## config.mk

```make
export PLATFORM = sky130hd
export DESIGN_NAME = if_id_queue
export DESIGN_NICKNAME = d
export VERILOG_FILES = /design/src/rtl/rv32i_types.sv /design/src/rtl/if_id_queue.sv
export SDC_FILE = /design/constraint.sdc
export NUM_CORES = 1
export LEC_CHECK = 0
export ABC_AREA = 0
export CAP_MARGIN = 20
export CORE_MARGIN = 3
export CORE_UTILIZATION = 45
export CTS_CLUSTER_SIZE = 30
export DETAILED_ROUTE_END_ITERATION = 16
export PLACE_DENSITY_LB_ADDON = 0.3
export SYNTH_ARGS = -nofsm -noshare
export SYNTH_HDL_FRONTEND = slang
export SYNTH_SLANG_ARGS = --single-unit
```

## constraint.sdc

```tcl
create_clock -name clk -period 1.8 [get_ports clk]
set_input_delay 0.27 -clock clk [delete_from_list [all_inputs] [get_ports clk]]
set_output_delay 0.27 -clock clk [all_outputs]
set_load 0.005 [all_outputs]
```

## src/rtl/rv32i_types.sv

```systemverilog
// rv32i_types: shared pipeline types for the fetch/decode boundary.
package rv32i_types;

    typedef struct packed {
        logic [31:0] pc;
        logic [31:0] inst;
    } fetch_entry_t;

    localparam logic [31:0] NOP_INST = 32'h0000_0013;

endpackage

```

## src/rtl/if_id_queue.sv

```systemverilog
// if_id_queue: IF/ID instruction queue between fetch and decode, with branch flush.
// Define IF_ID_QUEUE_BYPASS_EN for a zero-latency pass-through when the queue is empty.
module if_id_queue
    import rv32i_types::*;
#(
    parameter int DEPTH = 2
) (
    input  logic                     clk,
    input  logic                     reset,
    input  logic                     in_valid,
    input  logic [31:0]              in_pc,
    input  logic [31:0]              in_inst,
    output logic                     in_ready,
    output logic                     out_valid,
    output logic [31:0]              out_pc,
    output logic [31:0]              out_inst,
    input  logic                     out_ready,
    input  logic                     flush,
    output logic [$clog2(DEPTH):0]   count
);
    localparam int AW = $clog2(DEPTH);
    localparam logic [AW:0] FULL = (AW+1)'(DEPTH);

    fetch_entry_t  r_mem [DEPTH];
    logic [AW-1:0] r_wr_ptr;
    logic [AW-1:0] r_rd_ptr;
    logic [AW:0]   r_count;
    logic          w_push;
    logic          w_pop;
    logic          w_byp;
    fetch_entry_t  w_head;

    assign w_head   = r_mem[r_rd_ptr];
    assign in_ready = r_count != FULL;
    assign count    = r_count;
`ifdef IF_ID_QUEUE_BYPASS_EN
    assign w_byp    = r_count == '0 && in_valid && !flush;
    assign out_pc   = r_count == '0 ? in_pc : w_head.pc;
    assign out_inst = r_count == '0 ? in_inst : w_head.inst;
`else
    assign w_byp    = 1'b0;
    assign out_pc   = w_head.pc;
    assign out_inst = w_head.inst;
`endif
    assign out_valid = r_count != '0 || w_byp;
    // A bypassed entry consumed in the same cycle is never stored
    assign w_push = in_valid && in_ready && !flush && !(w_byp && out_ready);
    assign w_pop  = r_count != '0 && out_ready && !flush;

    always_ff @(posedge clk or negedge reset) begin
        if (!reset) begin
            r_wr_ptr <= '0;
            r_rd_ptr <= '0;
            r_count  <= '0;
            for (int i = 0; i < DEPTH; i++) r_mem[i] <= '0;
        end else if (flush) begin
            r_wr_ptr <= '0;
            r_rd_ptr <= '0;
            r_count  <= '0;
        end else begin
            if (w_push) begin
                r_mem[r_wr_ptr] <= '{pc: in_pc, inst: in_inst};
                r_wr_ptr        <= r_wr_ptr + AW'(1);
            end
            if (w_pop) r_rd_ptr <= r_rd_ptr + AW'(1);
            r_count <= r_count + (AW+1)'(w_push) - (AW+1)'(w_pop);
        end
    end

endmodule
```

; After elaboration in Yosys (flattened, before gate mapping)
; Index checks and enable logic that the tools add are counted.
[totals]
regBits = 132
latchBits = 0
mem_bits_rw = 0
romBits = 0
input_bits = 69
output_inout_bits = 68
n_memories = 0
[classes]
n_addsub = 4
mul = 0
n_div = 0
order_cmp = 3
eq_ne = 1
shift = 0
muxes = 11
n_bitwise = 3
n_reduce_logical = 10
[op_table]
columns = cell, n
row1 = two-way mux 64 bit, 4
row2 = bitwise mux 128 bit, 1
row3 = demux 64 bit (select 1 bit), 1
row4 = nonzero test 2 bit, 3
row5 = logical AND 1 bit, 5
row6 = ">= comparator 2 bit, second input constant", 2
row7 = two-way mux 1 bit, 4
row8 = inverter 1 -> 2 bit, 2
row9 = "adder 1 bit, second input constant", 2
row10 = adder 2 x 1 -> 2 bit, 1
row11 = "< comparator 2 x 1 -> 1 bit, second input constant", 1
row12 = two-way mux 2 bit, 1
row13 = "!= test 2 bit, second input constant", 1
row14 = AND reduction 2 bit, 1
row15 = subtractor 2 x 1 -> 2 bit, 1
row16 = logical NOT 1 bit, 1
row17 = inverter 1 bit, 1

; Longest topological paths before layout
; Gate-level depths: netlist of the first run.
[logic_depth]
word_depth = 6
depth_mapped = 8
depth_no_buf = 8

; Least setup slack after synthesis of the first run
; No wires, ideal clock.
[synth_path]
path_type = flip-flop to flip-flop
start = register r_count[1], in the netlist count[1]
end = register r_count[1], in the netlist count[1]
setup_time_ns = 0.086
arrival_time_ns = 1.798
required_time_ns = 1.714
setup_slack_ns = -0.084
stages_incl_launch_ff = 9
path_buffers = 0
cell_sequence = dfrtp_1 > and2b_1 > or3_1 > ha_1 > inv_1 > ha_1 > xor2_1 > and2_1 > nor3_1
[synth_via]
elab_chain_len = 6
elab_cells_between_ends = 9
[synth_rtl]
columns = item, line
row1 = start: declaration, if_id_queue.sv:27  ; logic [AW:0] r_count;
row2 = start signal: assignment, if_id_queue.sv:66  ; r_count <= r_count + (AW+1)'(w_push) - (AW+1)'(w_pop);
row3 = != test 2 bit, if_id_queue.sv:34  ; assign in_ready = r_count != FULL;
row4 = logical AND 1 bit (2 in series), if_id_queue.sv:47  ; assign w_push = in_valid && in_ready && !flush && !(w_byp && out_ready);
row5 = adder 2 x 1 -> 2 bit, if_id_queue.sv:66
row6 = subtractor 2 x 1 -> 2 bit *, if_id_queue.sv:66
row7 = two-way mux 2 bit *, if_id_queue.sv:56  ; end else if (flush) begin
; Every way passes the cells marked *; elsewhere a longest branch is shown, timed or not.
; A chain may end at the register's enable or synchronous reset.

; Worst setup path in the final report of the first run
[layout_path]
start = register r_rd_ptr
end = output out_pc[27]
[layout_via]
elab_chain_len = 4
[layout_rtl]
columns = item, line
row1 = start: declaration, if_id_queue.sv:26  ; logic [AW-1:0] r_rd_ptr;
row2 = start signal: assignment, if_id_queue.sv:65  ; if (w_pop) r_rd_ptr <= r_rd_ptr + AW'(1);
row3 = inverter 1 -> 2 bit (not written as such), if_id_queue.sv:33  ; assign w_head = r_mem[r_rd_ptr];
row4 = two-way mux 64 bit (not written as such) (3 in series), if_id_queue.sv:33
row5 = end: declaration, if_id_queue.sv:15  ; output logic [31:0] out_pc,
; No other way between the ends. The select of a mux whose other input is x is not followed.

==> flow_summary.json, run 1 <==
{
  "slowest_stage": "dfrtp_2",
  "syn_avg_cell_area_um2": 15.7,
  "ctsLongestPathBuffers": 2,
  "ys_ff_latch": 132,
  "status": "complete, but fails checks",
  "antenna_found_initial": 0,
  "grt_pass1_vias": 4173,
  "cts-root-buf": "clkbuf_16",
  "gr-total-overflow": 0,
  "cp-end-kind": "output pin",
  "core_area_um2": 12300,
  "final.setup_skew_ps": 7.29,
  "grt_pass1_wl_um": 21600,
  "worstSkewPairLatency_ps": 410,
  "drive_gt1_frac": 0.506,
  "die_area_um2": 14200,
  "synth_area_leaders": "dfrtp_1 (57%), mux2_2 (27%), mux2_1 (10%)",
  "synthCells": 367,
  "drt_wl_total_um": 14000,
  "ys_seq_area_frac": 0.574,
  "synth-async-reset-ratio": 1.00,
  "layout.cells.non_filler": 723,
  "grt_setup_unrepaired": "yes",
  "drv_cap": 0,
  "post-route-drc-count": 0,
  "netlist_area_um2": 5750,
  "fin_crit_sh": 1.08,
  "grt_use_met1": 0.228,
  "critPathMostFrequentCell": "buf_6",
  "critical_path_class": "flop to output pin",
  "period_minus_slack_ps": 1940,
  "yosysMostFrequentCell": "mux2_2",
  "holdWs_ps": 325,
  "met3_usage": 0.0522,
  "cts_tree": "yes",
  "synthDominantCellAreaShare": 0.574,
  "powerDensity_nw_per_um2": 1340,
  "reg2reg_from": "count[1]",
  "drtIter0Drc": 102,
  "critPathLaunchType": "flop",
  "r2r_cells": 8,
  "clkTransAtPathRegs_ps": 60,
  "relSlewSlack": 0.755,
  "slew_violations": 0,
  "crit_required_ps": 1530,
  "r2r_slack_ps": -50,
  "synth_edf_count": 0,
  "dp.cells": 669,
  "fp.dieH_um": 119,
  "port_buffers": 136,
  "synthesis.nets": 438,
  "cts_sinks": 132,
  "r2r_end": "count[1]",
  "fillers": 863,
  "viasPerCell": 5.12,
  "antennaDiodeCount": 0,
  "drt-wirelength-per-cell_um": 19.4,
  "grtUsageMet2": 0.335,
  "cts_made_buffers": 17,
  "yosys.area.top_type": "dfrtp_1",
  "critical_path_buf_inv_count": 4,
  "firstDrtPassIters": 4,
  "yosysWarnings": 0,
  "vdd_drop_max_mv": 0.760,
  "max_stage_delay_ps": 430,
  "ys_types": 20,
  "num_io_pins": 137,
  "p_leak_nw": 3.83,
  "grt_usage": 0.194,
  "top_usage_layer": "met2",
  "violations": "negative setup slack",
  "synth_commonest_cells": "mux2_2 (139), dfrtp_1 (132), mux2_1 (53), buf_2 (8), clkbuf_1 (7)",
  "area_growth_pct": 47.8,
  "grt_max_degree": 59,
  "setup_viol": 82,
  "timing.final.ws_setup_ps": -139,
  "die_x_um": 119,
  "crit_arrival_ps": 1670,
  "clock.fmax_mhz": 516,
  "dp_hpwl_um": 8360,
  "detail-route-antenna-nets": 0,
  "worstPathMaxFanout": 5,
  "gp_congestion": 0.773,
  "path_delay_family": "buffers and inverters",
  "final_nets": 615,
  "hold_viol": 0,
  "num_rows": 40,
  "start_util": 0.469,
  "worst_hold_path_type": "input pin to async pin",
  "cp_cell_sequence": "buf_6 -> buf_8 -> buf_16 -> mux2_4 -> buf_6",
  "tightest_slew_ps": 367,
  "yosys_most_used_dff": "dfrtp_1",
  "vias": 3702,
  "cts-htree-levels": 4
}
## repair_timing
item,in CTS,in global routing
pin swaps,0,0
hold buffers,1,0
buffers inserted,13,5
endpoints found under the hold margin,24,0
cloned,6,5
gates resized for setup,304,81
setup endpoints to repair,67,157
## layout make-up
class | instances | area (um2) | area share
Clock buffer | 25 | 485 | 0.0571
Timing Repair Buffer | 179 | 1900 | 0.224
Sequential cell | 132 | 3300 | 0.389
Multi-Input combinational cell | 211 | 2530 | 0.298
Tap cell | 168 | 210 | 0.0247
Inverter | 3 | 11.3 | 0.00132
Clock inverter | 5 | 52.6 | 0.00618
## power by group
group | internal [mW] | total (mW) | switching (mW)
registers | 3.97 | 4.49 | 0.525
clock network | 1.99 | 3.15 | 1.17
logic | 2.53 | 3.77 | 1.23
total | 8.48 | 11.4 | 2.93
## worst max-delay path by stage
stage,startpoint,endpoint,slack [ps],cells past startpoint
after global placement,in_valid,count[1],-350,9
final,r_rd_ptr,out_pc[27],-140,5
after CTS,r_rd_ptr,out_pc[25],-230,6
after global routing,r_rd_ptr,out_inst[17],-190,5
after floorplan,count[1],count[1],-80,8
after detailed placement,in_valid,count[1],-400,9
## state kept, by name (all words and copies together) (netlist names)
name      count
r_rd_ptr      1
r_wr_ptr      1
count         2
r_mem       128
## layout by cell type (no fill, tap or decap), types with 2 or more instances in the layout
master,n
ha_4,2
clkdlybuf4s50_1,69
nor2_1,3
inv_2,2
clkbuf_16,21
buf_6,43
mux2_4,51
buf_4,10
buf_2,31
dfrtp_1,131
clkinv_2,3
mux2_1,52
clkbuf_1,5
buf_12,12
buf_8,5
buf_16,2
mux2_2,89
clkbuf_8,3
## per-layer routing
metal  part of all wire  wire (um)  vias up
li1                   -          -     1679
met2               0.54       7550       85
met3              0.036        508       22
met4              0.022        306        0
met1               0.40       5660     1916
met5                  0          0        -
## through the flow
stage	TNS [ps]	setup WS [ps]	total power, mW	cell area [um2]	util
2_1_floorplan	-83.5	-83.5	6.03	5750	-
3_3_place_gp	-25980	-354	7.69	7440	0.607
3_5_place_dp	-28050	-401	7.87	7440	0.607
4_1_cts	-8430	-234	11.1	8150	0.665
5_1_grt	-9080	-186	12.0	8500	0.693
6_report	-4030	-139	11.4	8500	0.693
## cell families (layout without fill, tap and decap cells)
family          after synthesis  after routing  share of synthesized area
mux                         192            192                      0.376
simple gates                 12             12                     0.0148
compound gates                3              3                    0.00261
buf+inv                      24            212                     0.0252
fa+ha+maj                     2              2                    0.00435
flops                       132            132                      0.574
xor+xnor                      2              2                    0.00305
Note: power is estimated with default switching activity, not from simulation.
==> inputs of run 2 (changes only) <==
--- a/config.mk
+++ b/config.mk
@@ -11,7 +11,7 @@
 export CORE_UTILIZATION = 45
 export CTS_CLUSTER_SIZE = 30
 export DETAILED_ROUTE_END_ITERATION = 16
-export PLACE_DENSITY_LB_ADDON = 0.3
+export PLACE_DENSITY_LB_ADDON = 0.12
 export SYNTH_ARGS = -nofsm -noshare
 export SYNTH_HDL_FRONTEND = slang
 export SYNTH_SLANG_ARGS = --single-unit
==> flow_summary.json, run 2 (synthesis results as in run 1) <==
{
  "cts-root-buf": "clkbuf_16",
  "critical_path_class": "flop to output pin",
  "cp-end-kind": "output pin",
  "relSlewSlack": 0.760,
  "r2r_end": "count[1]",
  "p_leak_nw": 3.72,
  "drt-wirelength-per-cell_um": 17.9,
  "swShare": 0.253,
  "area_growth_pct": 46.5,
  "ctsLongestPathBuffers": 2,
  "vdd_drop_max_mv": 0.726,
  "fp.dieH_um": 119,
  "grt_max_degree": 49,
  "design_area_um2": 8430,
  "layout.cells.non_filler": 734,
  "power.switching_mw": 2.83,
  "start_util": 0.469,
  "slowest_stage": "dfrtp_2",
  "cts_sinks": 132,
  "dp.cells": 674,
  "post-route-drc-count": 0,
  "gp_congestion": 0.694,
  "clock.fmax_mhz": 493,
  "final_common_cell": "dfrtp_1",
  "drt_wl_total_um": 13200,
  "holdWs_ps": 315,
  "cts_made_buffers": 17,
  "grt_pass1_wl_um": 22000,
  "cts-htree-levels": 4,
  "r2r_cells": 8,
  "top_register": "r_mem",
  "vias": 3683,
  "max_stage_delay_ps": 430,
  "gr-total-overflow": 0,
  "grt_pass1_vias": 4275,
  "cp_cell_sequence": "buf_12 -> buf_12 -> buf_8 -> buf_6 -> mux2_4 -> buf_6",
  "period_minus_slack_ps": 2030,
  "crit_arrival_ps": 1760,
  "worstPathMaxFanout": 7,
  "fin_crit_sh": 1.13,
  "cts_tree": "yes",
  "drv_cap": 0,
  "antenna_found_initial": 0,
  "p_comb_frac": 0.330,
  "p_total_mw": 11.2,
  "drtIter0Drc": 164,
  "core_area_um2": 12300,
  "tightest_slew_ps": 360,
  "die_x_um": 119,
  "layout_common_cells": "dfrtp_1 (131), mux2_2 (123), clkdlybuf4s50_1 (69), mux2_1 (53), buf_6 (51)",
  "viasPerCell": 5.02,
  "reg2reg_from": "count[1]",
  "violations": "negative setup slack",
  "utilization": 0.687,
  "critPathLaunchType": "flop",
  "port_buffers": 136,
  "antennaDiodeCount": 0,
  "num_io_pins": 137,
  "status": "complete, but fails checks",
  "firstDrtPassIters": 4,
  "worst_hold_path_type": "input pin to async pin",
  "clockPowerShare": 0.273,
  "hold_viol": 0,
  "dp_hpwl_um": 8400,
  "grt_usage": 0.200,
  "largest_register_ffs": 128,
  "timing.final.ws_setup_ps": -227,
  "die_area_um2": 14200,
  "power_frac_seq": 0.398,
  "dpl-instance-area_um2": 7490,
  "worstSkewPairLatency_ps": 410,
  "fillers": 895,
  "drive_gt1_frac": 0.521,
  "final.setup_skew_ps": 6.95,
  "final_nets": 627,
  "clkTransAtPathRegs_ps": 50,
  "setup_viol": 57,
  "slew_violations": 0,
  "r2r_slack_ps": -60,
  "power_report.internal_total_mw": 8.36,
  "detail-route-antenna-nets": 0,
  "crit_required_ps": 1530,
  "grt_setup_unrepaired": "yes",
  "num_rows": 40,
  "powerDensity_nw_per_um2": 1330
}
[run 2: cell types whose count changed in the layout (fill, tap and decap cells not counted), moves of 4 or more]
cell	change
buf_8	-4
mux2_2	+34
buf_6	+8
clkbuf_16	-4
mux2_4	-35
buf_4	+13
buf_2	-5
[run 2: cell type report]
type / instances / area [um2] / share of cell area
Clock inverter: 4 / 23.8 / 0.00282
Inverter: 3 / 11.3 / 0.00134
Tap cell: 168 / 210 / 0.0249
Timing Repair Buffer: 191 / 1960 / 0.232
Sequential cell: 132 / 3300 / 0.392
Clock buffer: 25 / 505 / 0.0600
Multi-Input combinational cell: 211 / 2410 / 0.286
[run 2: power by group through the flow]
stage	Sequential (mW)	Combinational (mW)	Clock [mW]
after floorplan	4.30	1.73	0
after global placement	4.37	3.34	0
after detailed placement	4.47	3.39	0
after CTS	4.43	3.50	3.14
after global routing	4.57	4.02	3.29
final	4.45	3.69	3.05
[run 2: worst max path at each step]
| stage | start | endpoint | slack [ps] | depth (start not counted) |
|---|---|---|---|---|
| after CTS | r_rd_ptr | out_inst[27] | -250 | 6 |
| after floorplan | count[1] | count[1] | -80 | 8 |
| final | r_rd_ptr | out_inst[27] | -230 | 6 |
| after global placement | in_valid | count[1] | -360 | 9 |
| after global routing | r_rd_ptr | out_pc[2] | -280 | 6 |
| after detailed placement | in_valid | count[1] | -410 | 9 |
[run 2: through the flow]
step                      setup TNS [ps]  setup WS, ps
after detailed placement          -23120          -407
after floorplan                    -83.5         -83.5
final                              -5920          -227
after global routing               -9310          -284
after CTS                          -7230          -249
after global placement            -22460          -359
[run 2: repair_timing]
item	in CTS	in global routing
cloned	3	0
hold buffers	1	0
buffers inserted	24	5
pin swaps	0	1
endpoints found under the hold margin	22	0
setup endpoints to repair	67	131
gates resized for setup	304	39
[run 2: layer usage]
metal / global-route usage / wire, um
met4: 0.0623 / 141
met5: 0 / 0
met3: 0.0750 / 868
met1: 0.236 / 5300
met2: 0.340 / 6850
[run 2: worst max-delay path, delay by kind of cell, from the launching register on]
kind                   cells  cell delay, ps
buffers and inverters      5             630
DFF                        1             430
muxes                      1             290
